<file path="src/rtl/instruction_cache.sv">
// instruction_cache: direct-mapped, read-only instruction cache between the CPU fetch stage
// and a 16-byte-block instruction memory. Hits return the word in the same cycle. A miss holds
// busywait, fetches the 128-bit block, refills the line and then replays the access.
// Ports: clock/reset (sync, active-high); address/readdata/busywait on the CPU side;
//        mem_read/mem_address/mem_readdata/mem_busywait on the memory side;
//        hit_count/miss_count statistics, built only when ICACHE_STATS_EN is defined (else 0).
// Latency: hit 0 stall cycles; miss = 1 miss cycle + memory cycles + 1 UPDATE cycle.
module instruction_cache #(
  parameter int ADDR_WIDTH = 10,
  parameter int INDEX_BITS = 3
) (
  input  logic                  clock,
  input  logic                  reset,
  input  logic [ADDR_WIDTH-1:0] address,
  output logic [31:0]           readdata,
  output logic                  busywait,
  output logic                  mem_read,
  output logic [ADDR_WIDTH-5:0] mem_address,
  input  logic [127:0]          mem_readdata,
  input  logic                  mem_busywait,
  output logic [15:0]           hit_count,
  output logic [15:0]           miss_count
);

  localparam int LINES    = 1 << INDEX_BITS;
  localparam int BLK_BITS = ADDR_WIDTH - 4;
  localparam int TAG_BITS = ADDR_WIDTH - 4 - INDEX_BITS;

  typedef enum logic [1:0] {IDLE, MEM_READ, UPDATE} state_t;

  state_t                state_q;
  logic                  mem_read_q;
  logic [LINES-1:0]      valid_q;
  logic [TAG_BITS-1:0]   tag_q  [LINES];
  logic [127:0]          data_q [LINES];
  logic [BLK_BITS-1:0]   miss_blk_q;

  // Address fields of the current fetch.
  logic [INDEX_BITS-1:0] cur_idx;
  logic [TAG_BITS-1:0]   cur_tag;
  logic [1:0]            cur_word;
  logic                  hit;
  logic                  unused_addr_bits;

  // Fields of the latched miss block; the fill never looks at the live address.
  logic [INDEX_BITS-1:0] miss_idx;
  logic [TAG_BITS-1:0]   miss_tag;

  assign cur_idx          = address[INDEX_BITS+3:4];
  assign cur_tag          = address[ADDR_WIDTH-1:INDEX_BITS+4];
  assign cur_word         = address[3:2];
  assign unused_addr_bits = ^address[1:0];

  assign miss_idx = miss_blk_q[INDEX_BITS-1:0];
  assign miss_tag = miss_blk_q[BLK_BITS-1:INDEX_BITS];

  assign hit      = valid_q[cur_idx] && (tag_q[cur_idx] == cur_tag);
  assign readdata = data_q[cur_idx][{cur_word, 5'd0} +: 32];

  // Stall asserts in the miss cycle itself, is held through the whole fill, and is held low while reset is high.
  assign busywait = !reset && ((state_q != IDLE) || !hit);

  // Memory side depends only on registered state, never on the live address.
  assign mem_read    = mem_read_q;
  assign mem_address = miss_blk_q;

  always_ff @(posedge clock) begin
    if (reset) begin
      state_q    <= IDLE;
      mem_read_q <= 1'b0;
      valid_q    <= '0;
      miss_blk_q <= '0;
    end else begin
      case (state_q)
        IDLE: begin
          if (!hit) begin
            miss_blk_q <= address[ADDR_WIDTH-1:4];
            mem_read_q <= 1'b1;
            state_q    <= MEM_READ;
          end
        end
        MEM_READ: begin
          // The block is on mem_readdata once memory drops busywait.
          if (!mem_busywait) begin
            mem_read_q <= 1'b0;
            state_q    <= UPDATE;
          end
        end
        UPDATE: begin
          valid_q[miss_idx] <= 1'b1;
          state_q           <= IDLE;
        end
        default: begin
          mem_read_q <= 1'b0;
          state_q    <= IDLE;
        end
      endcase
    end
  end

  // Line storage is not reset; the valid bits alone decide whether a line is usable.
  always_ff @(posedge clock) begin
    if (!reset && (state_q == UPDATE)) begin
      data_q[miss_idx] <= mem_readdata;
      tag_q[miss_idx]  <= miss_tag;
    end
  end

`ifdef ICACHE_STATS_EN
  logic [15:0] hit_cnt_q, hit_cnt_d;
  logic [15:0] miss_cnt_q, miss_cnt_d;

  // The replay cycle after UPDATE is an IDLE hit, so it is counted as a hit.
  always_comb begin
    hit_cnt_d  = hit_cnt_q;
    miss_cnt_d = miss_cnt_q;
    if ((state_q == IDLE) && hit && (hit_cnt_q != 16'hFFFF)) begin
      hit_cnt_d = hit_cnt_q + 16'd1;
    end
    if ((state_q == IDLE) && !hit && (miss_cnt_q != 16'hFFFF)) begin
      miss_cnt_d = miss_cnt_q + 16'd1;
    end
  end

  always_ff @(posedge clock) begin
    if (reset) begin
      hit_cnt_q  <= '0;
      miss_cnt_q <= '0;
    end else begin
      hit_cnt_q  <= hit_cnt_d;
      miss_cnt_q <= miss_cnt_d;
    end
  end

  assign hit_count  = hit_cnt_q;
  assign miss_count = miss_cnt_q;
`else
  assign hit_count  = 16'd0;
  assign miss_count = 16'd0;
`endif

endmodule

</file>
<file path="config.mk">
export PLATFORM = sky130hd
export DESIGN_NAME = instruction_cache
export DESIGN_NICKNAME = d
export VERILOG_FILES = /design/src/rtl/instruction_cache.sv
export SDC_FILE = /design/constraint.sdc
export NUM_CORES = 1
export LEC_CHECK = 0
export ABC_AREA = 1
export BUFFER_PORTS_ARGS = -buffer_cell sky130_fd_sc_hd__buf_2
export CAP_MARGIN = 15
export CORE_MARGIN = 2
export CORE_UTILIZATION = 30
export CTS_CLUSTER_DIAMETER = 60
export DETAILED_ROUTE_END_ITERATION = 8
export PLACE_DENSITY = 0.46
export SLEW_MARGIN = 20
export SYNTH_ARGS = -nofsm -noshare
export SYNTH_HDL_FRONTEND = slang
export SYNTH_SLANG_ARGS = --single-unit
</file>
<file path="constraint.sdc">
create_clock -name clock -period 10.7 [get_ports clock]
set_input_delay 1.605 -clock clock [delete_from_list [all_inputs] [get_ports clock]]
set_output_delay 1.605 -clock clock [all_outputs]
set_load 0.05 [all_outputs]
</file>
# Word level (Yosys, flattened, before mapping)
# Memories as Yosys holds them, arrays and structs flattened.
# Index checks and enable logic that the tools add are counted.
[totals]
out_inout_bits = 72
inputBits = 141
elab_cells = 42
memories = 2
ram_bits = 1048
register_bits = 17
[mem_list]
columns = ["memory", "depth", "width", "rd", "rd_ports_with_merged_regs", "write_ports", "line_no", "rtl"]
rows = [
  ["data_q", 8, 128, 1, 0, 1, "35", "logic [127:0] data_q [LINES];"],
  ["tag_q", 8, 3, 1, 0, 1, "34", "logic [TAG_BITS-1:0] tag_q [LINES];"],
]
[classes]
n_mux = 12
magnitude_cmp = 3
shift = 1
bitwise = 3
n_reduce_logical = 12
n_eq_ne = 5
[op_table]
columns = ["op", "n"]
rows = [
  ["128-bit by 8-bit indexed part select with 32-bit output", 1],
  ["3-bit by 4-bit less-than comparator with 1-bit output (second input constant)", 2],
  ["8-bit bitwise OR", 1],
  ["1-bit 2-to-1 mux", 6],
  ["1-bit logical AND", 4],
  ["2-bit 2-to-1 mux", 2],
  ["2-bit != test (second input constant)", 2],
  ["2-bit case mux with 2 select lines", 1],
  ["2-bit AND reduction", 2],
  ["1-bit binary-select mux with 3-bit select", 1],
  ["1-bit demux with 3-bit select", 1],
  ["3-bit equality test", 1],
  ["3-bit by 1-bit greater-or-equal comparator with 1-bit output (second input constant)", 1],
  ["1-bit case mux with 3 select lines", 1],
  ["3-bit AND reduction", 1],
  ["2-bit by 1-bit equality test with 1-bit output (second input constant)", 1],
  ["2-bit equality test (second input constant)", 1],
  ["1-bit logical NOT", 2],
  ["2-bit logical NOT", 1],
  ["1-bit inverter", 2],
  ["2-bit nonzero test", 1],
  ["1-bit logical OR", 1],
]

# Depth between registers and ports, before layout
# Gate-level depths: netlist of the first run.
[logic_depth]
word_depth = 6
mapped_depth = 13
depth_no_buf = 13

# Worst setup path after synthesis of the first run
# Ideal clock, no wire load.
[synth_timing]
path_kind = "input to register"
from = "input port reset"
to = "memory data_q[1][0] (enable)"
cell_stages = 3
t_required_ns = 10.077
setup_time_ns = 0.623
t_arrival_ns = 7.364
n_path_buf = 0
slack_ns = 2.712
cell_sequence = "nor2_1 nand2_1 nor2_1"
[synth_via]
elab_chain_len = 4
[synth_lines]
columns = ["element", "line_no", "rtl"]
rows = [
  ["start, declared", "13", "input logic reset,"],
  ["1-bit logical NOT", "103", "if (!reset && (state_q == UPDATE)) begin"],
  ["1-bit logical AND", "103", ""],
  ["1-bit 2-to-1 mux", "103", ""],
  ["1-bit 2-to-1 mux (implied by the code)", "104", "data_q[miss_idx] <= mem_readdata;"],
  ["end, declared", "35", ""],
]
# No other way between the ends.

# Worst setup path in the final report of the first run
[layout_timing]
from = "input port address[5]"
to = "output port readdata[30]"
[layout_via]
elab_chain_len = 2
[layout_lines]
columns = ["element", "line_no", "rtl"]
rows = [
  ["start, declared", "14", "input logic [ADDR_WIDTH-1:0] address,"],
  ["memory read 8 x 128 bit", "n/a", ""],
  ["128-bit by 8-bit indexed part select with 32-bit output", "58", "assign readdata = data_q[cur_idx][{cur_word, 5'd0} +: 32];"],
  ["end, declared", "15", "output logic [31:0] readdata,"],
]
# No other way between the ends.

==> results of run 1 <==
cell type report:
type	count	area [um^2]	area share [%]
antenna	19	47.55	0.09945
inverter	35	153.9	0.3219
tap	1794	2245	4.695
multi-input combinational	1694	8559	17.90
sequential	1065	31810	66.53
clock inverter	75	651.9	1.363
timing repair buffer	221	1292	2.703
clock buffer	139	3050	6.380
cells by family (layout without fill, tap and decap cells):
| logic type | Yosys count | count (layout) | synth area share (%) |
|---|---|---|---|
| flip-flops | 1065 | 1065 | 76.39 |
| AO/OA/AOI/OAI | 911 | 911 | 13.05 |
| AND/OR/NAND/NOR | 751 | 751 | 7.076 |
| buffers and inverters | 291 | 470 | 3.474 |
| other | 1 | 51 | 0.009006 |
worst register-to-register path: stages, from the launching register on:
cell and delay [ns]:
dfxtp_1 0.31, inv_1 0.08, nand2_1 0.07, nor2_1 0.14, nand2_1 0.32, nor2_4 0.78, buf_4 0.72, buf_4 0.71
sequential cells by signal, indices dropped and copies added (netlist names):
signal       flops
state_q          2
mem_read         1
data_q        1024
valid_q          8
tag_q           24
mem_address      6
per-layer routing:
metal  track usage (%)  wire, um  vias up
met4             5.517      2889       34
met2             25.53     54830      678
met5                 0       208        -
met3             3.628      7733      223
met1             24.71     57590    13050
li1                  -         -    11700
where the power goes:
group          switching (mW)  internal, mW  leakage [nW]
Combinational           0.443         0.128          3.73
Clock                    1.66          2.24          1.81
Sequential            0.00786          4.60          9.56
cells in the mapped netlist:
cell type | count | share of area [%]
edfxtp_1 | 1048 | 76
nor2_1 | 594 | 5.4
o21ai_0 | 511 | 6.1
o221ai_1 | 186 | 3.9
clkbuf_1 | 126 | 1.1
nand3_1 | 85 | 1.0
o22ai_1 | 72 | 1.1
nand2_1 | 66 | 0.59
o21ai_1 | 64 | 0.77
buf_4 | 60 | 1.1
buf_2 | 51 | 0.61
a31oi_1 | 44 | 0.66
inv_1 | 32 | 0.29
a21oi_1 | 22 | 0.26
dfxtp_1 | 17 | 0.82
a22oi_1 | 12 | 0.22
buf_6 | 8 | 0.22
buf_1 | 7 | 0.063
clkbuf_2 | 4 | 0.048
inv_2 | 3 | 0.027
nor2_2 | 2 | 0.030
conb_1 | 1 | 0.0090
nand2_2 | 1 | 0.015
nand2_4 | 1 | 0.027
nand3b_1 | 1 | 0.018
nor4_1 | 1 | 0.015
cell usage in the layout, fill, tap and decap left out, drive strengths merged:
cell         n
diode       19
o221ai     186
nor2       596
a22oi       12
nand3       85
nand3b       1
a31oi       44
nor4         1
nand2       68
buf        221
dfxtp       17
edfxtp    1048
conb        32
bufinv       9
clkinv      56
clkinvlp     5
o22ai       72
o21ai      575
clkbuf     139
inv         40
a21oi       22
through the flow:
| step | util [%] | instances |
|---|---|---|
| CTS | 34.70 | 5023 |
| global placement | 32.01 | 4809 |
| floorplan | - | 3050 |
| finish | 34.73 | 5042 |
| global route | 34.71 | 5028 |
| detailed placement | 32.01 | 4809 |
path summary, 6_finish.rpt:
path | cells after the start | start | endpoint
max | 10 | address[5] | readdata[30]
min | 2 | valid_q[0]$_SDFFE_PP0N_ | valid_q[0]$_SDFFE_PP0N_
max reg2reg | 7 | state_q[0]$_SDFFE_PP0P_ | data_q[0][12]$_DFFE_PP_
min reg2reg | 2 | valid_q[0]$_SDFFE_PP0N_ | valid_q[0]$_SDFFE_PP0N_
==> impl_results.md, run 1 <==
- Setup tns final: 0 ns
- Initial antenna violation count: 63
- TritonCTS Buffers: 115
- Post-Syn Area per Cell: 13.79 um^2
- TritonCTS clock tree: yes
- Max Cap Viol: 0
- FP Rows: 136
- Share of cells above drive strength 1: 12.60%
- Synth-to-layout area growth: 14.82%
- WP buf/inv: 4
- Htree depth: 3
- CTS sink cnt: 1065
- Final Max Tran Viols: 0
- Pleak: 15.11 nW
- DRC: 0
- Gp weighted congestion: 0.7229
- Worst Setup Path Type: primary input to primary output
- Filler cell count: 13380
- Post-synthesis cell area: 0.04164 mm^2
- CP arrival: 5.35 ns
- Crit-path cells: buf_8 > buf_4 > buf_4 > o21ai_0 > o22ai_1 > nor2_1 > nor2_1 > o21ai_1 > a22oi_1 > buf_2
- Seq/Total Area, Yosys: 76.39%
- Maximum clock frequency: 143.9 MHz
- Max Clock Skew: 0.02462 ns
- Reg2reg setup slack: 7.19 ns
- YS warnings: 0
- Hpwl dp: 63.88 mm
- Die area: 0.1418 mm^2
- Die Ht: 376.6 um
- Finished layout cell area: 0.04781 mm^2
- Status: finished clean
- Post-cts sizing count: 0
- Gr ovfl total: 0
- Crit path time final: 6.951 ns
- Top delay family on crit path: buffers and inverters
- Final nets: 3273
- CP endpoint kind: primary output
- CP max FO: 71
- Final Setup Violations: 0
- RSZ-0062 raised after global routing: no
- Cell Pwr Density: 189.9 mW/mm^2
- Pre-antenna DRT Iters: 5
- Synth Register Bits: 1065
- Core Region: 0.1377 mm^2
- Dpl cell area: 0.04406 mm^2
- 1st-iter DRT viols: 2156
- Fin Hold WS: 0.4613 ns
- Post-CTS Setup Repair Bufs: 0
- CP max stage delay: 0.72 ns
- Mapped Cells: 3019
- Root Buffer: clkbuf_16
- Hold Path Class: flop to flop
- Startpoint types: primary input
- Pin count of the biggest net entering global routing: 187
- GRT Total Usage: 17.09%
- Post-Route WL: 123.2 mm
- Slew headroom: 28.54%
- I/O pin count: 213
- Clock-pin slew on the worst setup and hold paths: 0.06 ns
- Worst Max-Slew Pin Slew: 1.072 ns
- Post-route setup slack: 3.749 ns
- DIE WIDTH: 376.6 um
- First-pass GRT wire length: 177.7 mm
- Tot Pwr: 9.079 mW
- Number of global-route vias before repair: 24280
- Synth cell types: 26
- Initial Util: 30.25%
- Maximum VDD drop: 0.1289 mV
- Crit share post-route: 64.96%
- Hold_buf cts: 0
- Slowest cell on crit path: buf_4
- Via count: 25680
- WP data required: 9.10 ns
- Antenna viol nets, final: 0
- IO Port Bufs: 178
- Final Hold Violating Endpoints: 0
- Max Root-Sink Buffers: 3
- Average wire per standard cell: 24.44 um
- Post-place setup slack: 3.753 ns
- Vias per std cell: 5.094
- Clock Latency Late Sink: 0.73 ns
Note: power is estimated with default switching activity, not from simulation.
==> run 2, diff against run 1 <==
--- a/config.mk
+++ b/config.mk
@@ -12,7 +12,7 @@
 export CORE_UTILIZATION = 30
 export CTS_CLUSTER_DIAMETER = 60
 export DETAILED_ROUTE_END_ITERATION = 8
-export PLACE_DENSITY = 0.46
+export PLACE_DENSITY = 0.47
 export SLEW_MARGIN = 20
 export SYNTH_ARGS = -nofsm -noshare
 export SYNTH_HDL_FRONTEND = slang
==> constraint.sdc (replaced) <==
create_clock -name clock -period 5.6 [get_ports clock]
set_input_delay 0.84 -clock clock [delete_from_list [all_inputs] [get_ports clock]]
set_output_delay 0.84 -clock clock [all_outputs]
set_load 0.05 [all_outputs]
==> impl_results.md, run 2 (synthesized netlist as in run 1, its figures left out) <==
- Top delay family on crit path: buffers and inverters
- Initial antenna violation count: 58 (-7.9%)
- GRT Total Usage: 16.86% (-0.23 points)
- Sequential share of power: 51.6% (+0.9 points)
- Reg2Reg Capture Point: data_q[7][55]$_DFFE_PP_
- Synth-to-layout area growth: 15.61%
- Core Region: 0.1377 mm^2 (unchanged)
- Crit-path cells: buf_8 > inv_8 > buf_12 > o21ai_0 > o221ai_1 > nand3_1 > a22oi_1 > buf_2
- 1st-iter DRT viols: 2121 (-1.6%)
- Post-CTS Setup Repair Bufs: 0 (unchanged)
- Fin Hold WS: 0.2710 ns (-0.1903 ns)
- Most frequent cells in the layout: edfxtp_1 (1048), nor2_1 (586), o21ai_0 (511), o221ai_1 (186), buf_2 (174)
- DRC: 0 (unchanged)
- I/O pin count: 213 (unchanged)
- Final Hold Violating Endpoints: 0 (unchanged)
- DIE WIDTH: 376.6 um (unchanged)
- Cell Pwr Density: 354.3 mW/mm^2 (+87%)
- Max Cap Viol: 0 (unchanged)
- Die area: 0.1418 mm^2 (unchanged)
- Average wire per standard cell: 24.04 um (-1.7%)
- Number of global-route vias before repair: 24600 (+1.3%)
- Sw frac: 23.56% (+0.30 points)
- Share of cells above drive strength 1: 12.78% (+0.18 points)
- Root Buffer: clkbuf_16
- P_int: 13.04 mW (+87%)
- Finished layout cell area: 0.04814 mm^2 (+0.69%)
- Post-Route WL: 121.5 mm (-1.4%)
- Worst Setup Path Type: primary input to primary output
- Htree depth: 3 (unchanged)
- Hold path start: mem_busywait
- TritonCTS Buffers: 115 (unchanged)
- WP buf/inv: 4 (unchanged)
- Gp weighted congestion: 0.7247 (+0.25%)
- Pin count of the biggest net entering global routing: 177 (-5.3%)
- Commonest non-fill, non-tap cell in the layout: edfxtp_1
- Post-cts sizing count: 0 (unchanged)
- Maximum VDD drop: 0.2732 mV (+110%)
- Status: finished clean
- P_sw: 4.018 mW (+90%)
- CP max stage delay: 0.59 ns (-0.13 ns)
- Gr ovfl total: 0 (unchanged)
- Post-route setup slack: 1.198 ns (-2.551 ns)
- IO Port Bufs: 178 (unchanged)
- Hpwl dp: 65.77 mm (+3.0%)
- Crit share post-route: 78.62%
- TritonCTS clock tree: yes
- Reg2reg path depth: 6 (-1)
- Via count: 25590 (-0.35%)
- WP data required: 4.76 ns (-4.34 ns)
- Antenna viol nets, final: 0 (unchanged)
- CP max FO: 123 (+73%)
- Proportion of power drawn by the clock network: 41.9% (-1.1 points)
- FP Rows: 136 (unchanged)
- Slowest cell on crit path: inv_8
- Largest regs: data_q: 1024 flops, tag_q: 24 flops, valid_q: 8 flops
- CP arrival: 3.56 ns (-1.79 ns)
- Reg2reg setup slack: 2.98 ns (-4.21 ns)
- Min-Delay Endpoint: state_q[1]$_SDFFE_PP0P_
- Gate power share: 6.5% (+0.2 points)
- First-pass GRT wire length: 175.8 mm (-1.1%)
- Clock-pin slew on the worst setup and hold paths: 0.06 ns (about the same)
- Pleak: 15.22 nW (+0.75%)
- Hold_buf cts: 0 (unchanged)
- Post-place setup slack: 1.216 ns (-2.537 ns)
- CP endpoint kind: primary output
- Initial Util: 30.25% (unchanged)
- Worst Max-Slew Pin Slew: 1.055 ns (-0.01662 ns)
- Filler cell count: 13300 (-0.61%)
- Crit path time final: 4.402 ns
- Max Clock Skew: 0.02319 ns (-0.001432 ns)
- Clock Latency Late Sink: 0.73 ns (about the same)
- Final nets: 3296 (+0.70%)
- Die Ht: 376.6 um (unchanged)
- Pre-antenna DRT Iters: 5 (unchanged)
- Hold Path Class: primary input to flop
- CTS sink cnt: 1065 (unchanged)
- Final Setup Violations: 0 (unchanged)
- Top reg by flops: data_q
- Vias per std cell: 5.064 (-0.58%)
- Crit Reg-Reg Startpoint: state_q[0]$_SDFFE_PP0P_
- Hold Path Depth: 2 (unchanged)
- RSZ-0062 raised after global routing: no
- Max Root-Sink Buffers: 3 (unchanged)
- Slew headroom: 29.65% (+1.1 points)
- Tot Pwr: 17.05 mW (+88%)
- Largest register FFs: 1024 (unchanged)
- Final Max Tran Viols: 0 (unchanged)
- Maximum clock frequency: 227.1 MHz
- Startpoint types: primary input
- Dpl cell area: 0.04458 mm^2 (+1.2%)
## run 2: cell count changes in the layout (fill, tap and decap cells not counted), sizes merged
| cell | delta |
|---|---|
| clkinv | -2 |
| buf | +23 |
| diode | -6 |
| clkinvlp | -1 |
| clkbuf | +2 |
| inv | +1 |
| bufinv | -5 |
## run 2: power groups by stage
stage / Combinational, mW / Clock [mW] / Sequential [mW]
after CTS: 1.12 / 7.34 / 8.80
after detailed placement: 1.12 / 0 / 8.96
after global routing: 1.21 / 7.63 / 8.79
after global placement: 1.12 / 0 / 8.96
after floorplan: 0.658 / 0 / 8.99
final: 1.11 / 7.15 / 8.80
## run 2: final cells by class
type	count	area, um^2	area share, %
Tap cell	1794	2245	4.663
Antenna cell	13	32.53	0.06758
Inverter	35	153.9	0.3197
Clock buffer	141	2997	6.225
Multi-Input combinational cell	1694	8559	17.78
Clock inverter	68	525.5	1.092
Sequential cell	1065	31810	66.08
Timing Repair Buffer	244	1815	3.771
## run 2: worst max-delay path by stage
stage	depth (start not counted)	endpoint	slack [ns]	startpoint
final	8	readdata[31]	1.20	address[4]
after global routing	9	readdata[12]	1.02	address[4]
after CTS	9	readdata[12]	1.22	address[4]
after detailed placement	9	readdata[12]	1.22	address[4]
after global placement	10	readdata[18]	1.21	address[4]
after floorplan	3	data_q[1][0]$_DFFE_PP_	-1.62	reset
## run 2: metrics by stage
| step | utilization (%) | setup TNS, ns | cells |
|---|---|---|---|
| 2_1_floorplan | - | -1273.55 | 3050 |
| 3_5_place_dp | 32.39 | 0 | 4832 |
| 3_3_place_gp | 32.37 | 0 | 4831 |
| 6_report | 34.97 | 0 | 5054 |
| 4_1_cts | 34.95 | 0 | 5041 |
| 5_1_grt | 34.96 | 0 | 5048 |
## run 2: per-layer routing
layer / routed length, um / part of all wire [%] / GRT usage (%) / vias up
li1: - / - / - / 11740
met2: 54600 / 45 / 25.61 / 682
met5: 260 / 0.21 / 0 / -
met4: 3184 / 2.6 / 5.879 / 42
met3: 7885 / 6.5 / 4.034 / 233
met1: 55560 / 46 / 23.54 / 12900
==> run 3, diff against run 2 <==
==> constraint.sdc (replaced) <==
create_clock -name clock -period 3.6 [get_ports clock]
set_input_delay 0.54 -clock clock [delete_from_list [all_inputs] [get_ports clock]]
set_output_delay 0.54 -clock clock [all_outputs]
set_load 0.05 [all_outputs]
==> impl_results.md, run 3 (synthesized netlist as in run 1, its figures left out) <==
- Status: finished clean
- FP Rows: 136 (unchanged)
- Post-place setup slack: 0.2856 ns (-0.9300 ns)
- Share of cells above drive strength 1: 14.70% (+1.9 points)
- Worst setup startpoint: address[4]
- Crit path time final: 3.354 ns
- Pin count of the biggest net entering global routing: 135 (-24%)
- TritonCTS Buffers: 115 (unchanged)
- Post-route setup slack: 0.2462 ns (-0.9513 ns)
- IO Port Bufs: 178 (unchanged)
- CP max FO: 44 (-64%)
- Largest register FFs: 1024 (unchanged)
- RSZ-0062 raised after global routing: no
- Hpwl dp: 70.97 mm (+7.9%)
- Post-CTS Setup Repair Bufs: 0 (unchanged)
- Pre-antenna DRT Iters: 5 (unchanged)
- WP data required: 3.06 ns (-1.70 ns)
- CTS sink cnt: 1065 (unchanged)
- Synth-to-layout area growth: 18.74%
- Via count: 26060 (+1.8%)
- Final Setup Violations: 0 (unchanged)
- Final core occ: 35.92% (+0.95 points)
- Die Ht: 376.6 um (unchanged)
- Fin Hold WS: 0.07215 ns (-0.1988 ns)
- I/O pin count: 213 (unchanged)
- Worst Setup Path Type: primary input to primary output
- Most frequent cells in the layout: edfxtp_1 (1048), nor2_1 (586), o21ai_0 (511), o221ai_1 (186), buf_2 (147)
- Initial antenna violation count: 58 (unchanged)
- TritonCTS clock tree: yes
- Htree depth: 3 (unchanged)
- Final nets: 3362 (+2.0%)
- Max Clock Skew: 0.02714 ns (+0.003950 ns)
- Clock-pin slew on the worst setup and hold paths: 0.06 ns (about the same)
- Root Buffer: clkbuf_16
- Startpoint types: primary input
- Pleak: 15.85 nW (+4.2%)
- Max Root-Sink Buffers: 3 (unchanged)
- 1st-iter DRT viols: 2008 (-5.3%)
- Maximum clock frequency: 298.2 MHz
- Crit share post-route: 93.16%
- Worst Max-Slew Pin Slew: 0.7728 ns (-0.2826 ns)
- Vias per std cell: 5.099 (+0.68%)
- Average wire per standard cell: 24.00 um (-0.18%)
- Crit Reg-Reg Startpoint: state_q[0]$_SDFFE_PP0P_
- Tot Pwr: 26.89 mW (+58%)
- CP endpoint kind: primary output
- Clock Latency Late Sink: 0.73 ns (about the same)
- Post-Route WL: 122.6 mm (+0.95%)
- Number of global-route vias before repair: 24780 (+0.75%)
- Cell Pwr Density: 543.9 mW/mm^2 (+54%)
- Gp weighted congestion: 0.7356 (+1.5%)
- Antenna viol nets, final: 0 (unchanged)
- Final Hold Violating Endpoints: 0 (unchanged)
- First-pass GRT wire length: 178.1 mm (+1.3%)
- Hold Path Class: primary input to flop
- Maximum VDD drop: 0.3344 mV (+22%)
- DRC: 0 (unchanged)
- Slew headroom: 48.48% (+19 points)
- Final Max Tran Viols: 0 (unchanged)
- CP arrival: 2.81 ns (-0.75 ns)
- Top reg by flops: data_q
- Initial Util: 30.25% (unchanged)
- Max Cap Viol: 0 (unchanged)
- Core Region: 0.1377 mm^2 (unchanged)
- Gr ovfl total: 0 (unchanged)
- Hold path start: mem_readdata[72]
- Largest regs: data_q: 1024 flops, tag_q: 24 flops, valid_q: 8 flops
- DIE WIDTH: 376.6 um (unchanged)
- Die area: 0.1418 mm^2 (unchanged)
- GRT Total Usage: 17.07% (+0.21 points)
- Commonest non-fill, non-tap cell in the layout: edfxtp_1
-- run 3: worst paths after layout --
path                            slack, ns  cells after the start                 endpoint
worst max-delay path                 0.25                     10              readdata[9]
worst min register to register       0.46                      2  valid_q[2]$_SDFFE_PP0N_
worst max register to register       1.22                      6  data_q[3][98]$_DFFE_PP_
worst min-delay path                 0.07                      1  data_q[3][72]$_DFFE_PP_
-- run 3: area by class of cell --
class,count,area (um^2)
fill,13110,88220
sequential,1065,31810
tap,1794,2245
inverter,35,153.9
clock buffer,142,3064
antenna,5,12.51
timing repair buffer,310,3094
clock inverter,66,503.0
multi-input combinational,1694,8559
-- run 3: repair_timing --
action                    in CTS  in global routing
hold buffers                   1                  0
gates resized for setup        0                  0
hold endpoints to repair       1                  0
-- run 3: worst max-delay path, cell delays in order --
cell and delay (ns):
buf_8 0.20, buf_4 0.46, o21ai_0 0.16, o22ai_1 0.19, o21ai_0 0.16, o21ai_1 0.44
nor2_1 0.10, a31oi_1 0.20, buf_4 0.18, buf_12 0.14
-- run 3: layer usage --
metal  up-vias  track usage, %  share of wire (%)
li1      11870               -                  -
met1     13250           23.96                 46
met2       685           26.42                 46
met3       210           4.075                6.3
met4        46           4.619                2.1
met5         -               0               0.24
-- run 3: power by group --
part	internal (mW)	total, mW	leakage (nW)	switching (mW)
logic	0.619	1.98	4.54	1.37
registers	13.7	13.7	9.56	0.0219
clock network	6.38	11.2	1.75	4.84
-- run 3: metrics by stage --
step	TNS, ns	instance area [um^2]	std cells
2_1_floorplan	-656.53	41800	3050
3_3_place_gp	0	45850	4897
3_5_place_dp	0	45850	4897
4_1_cts	0	49430	5106
5_1_grt	0	49440	5109
6_report	0	49440	5111
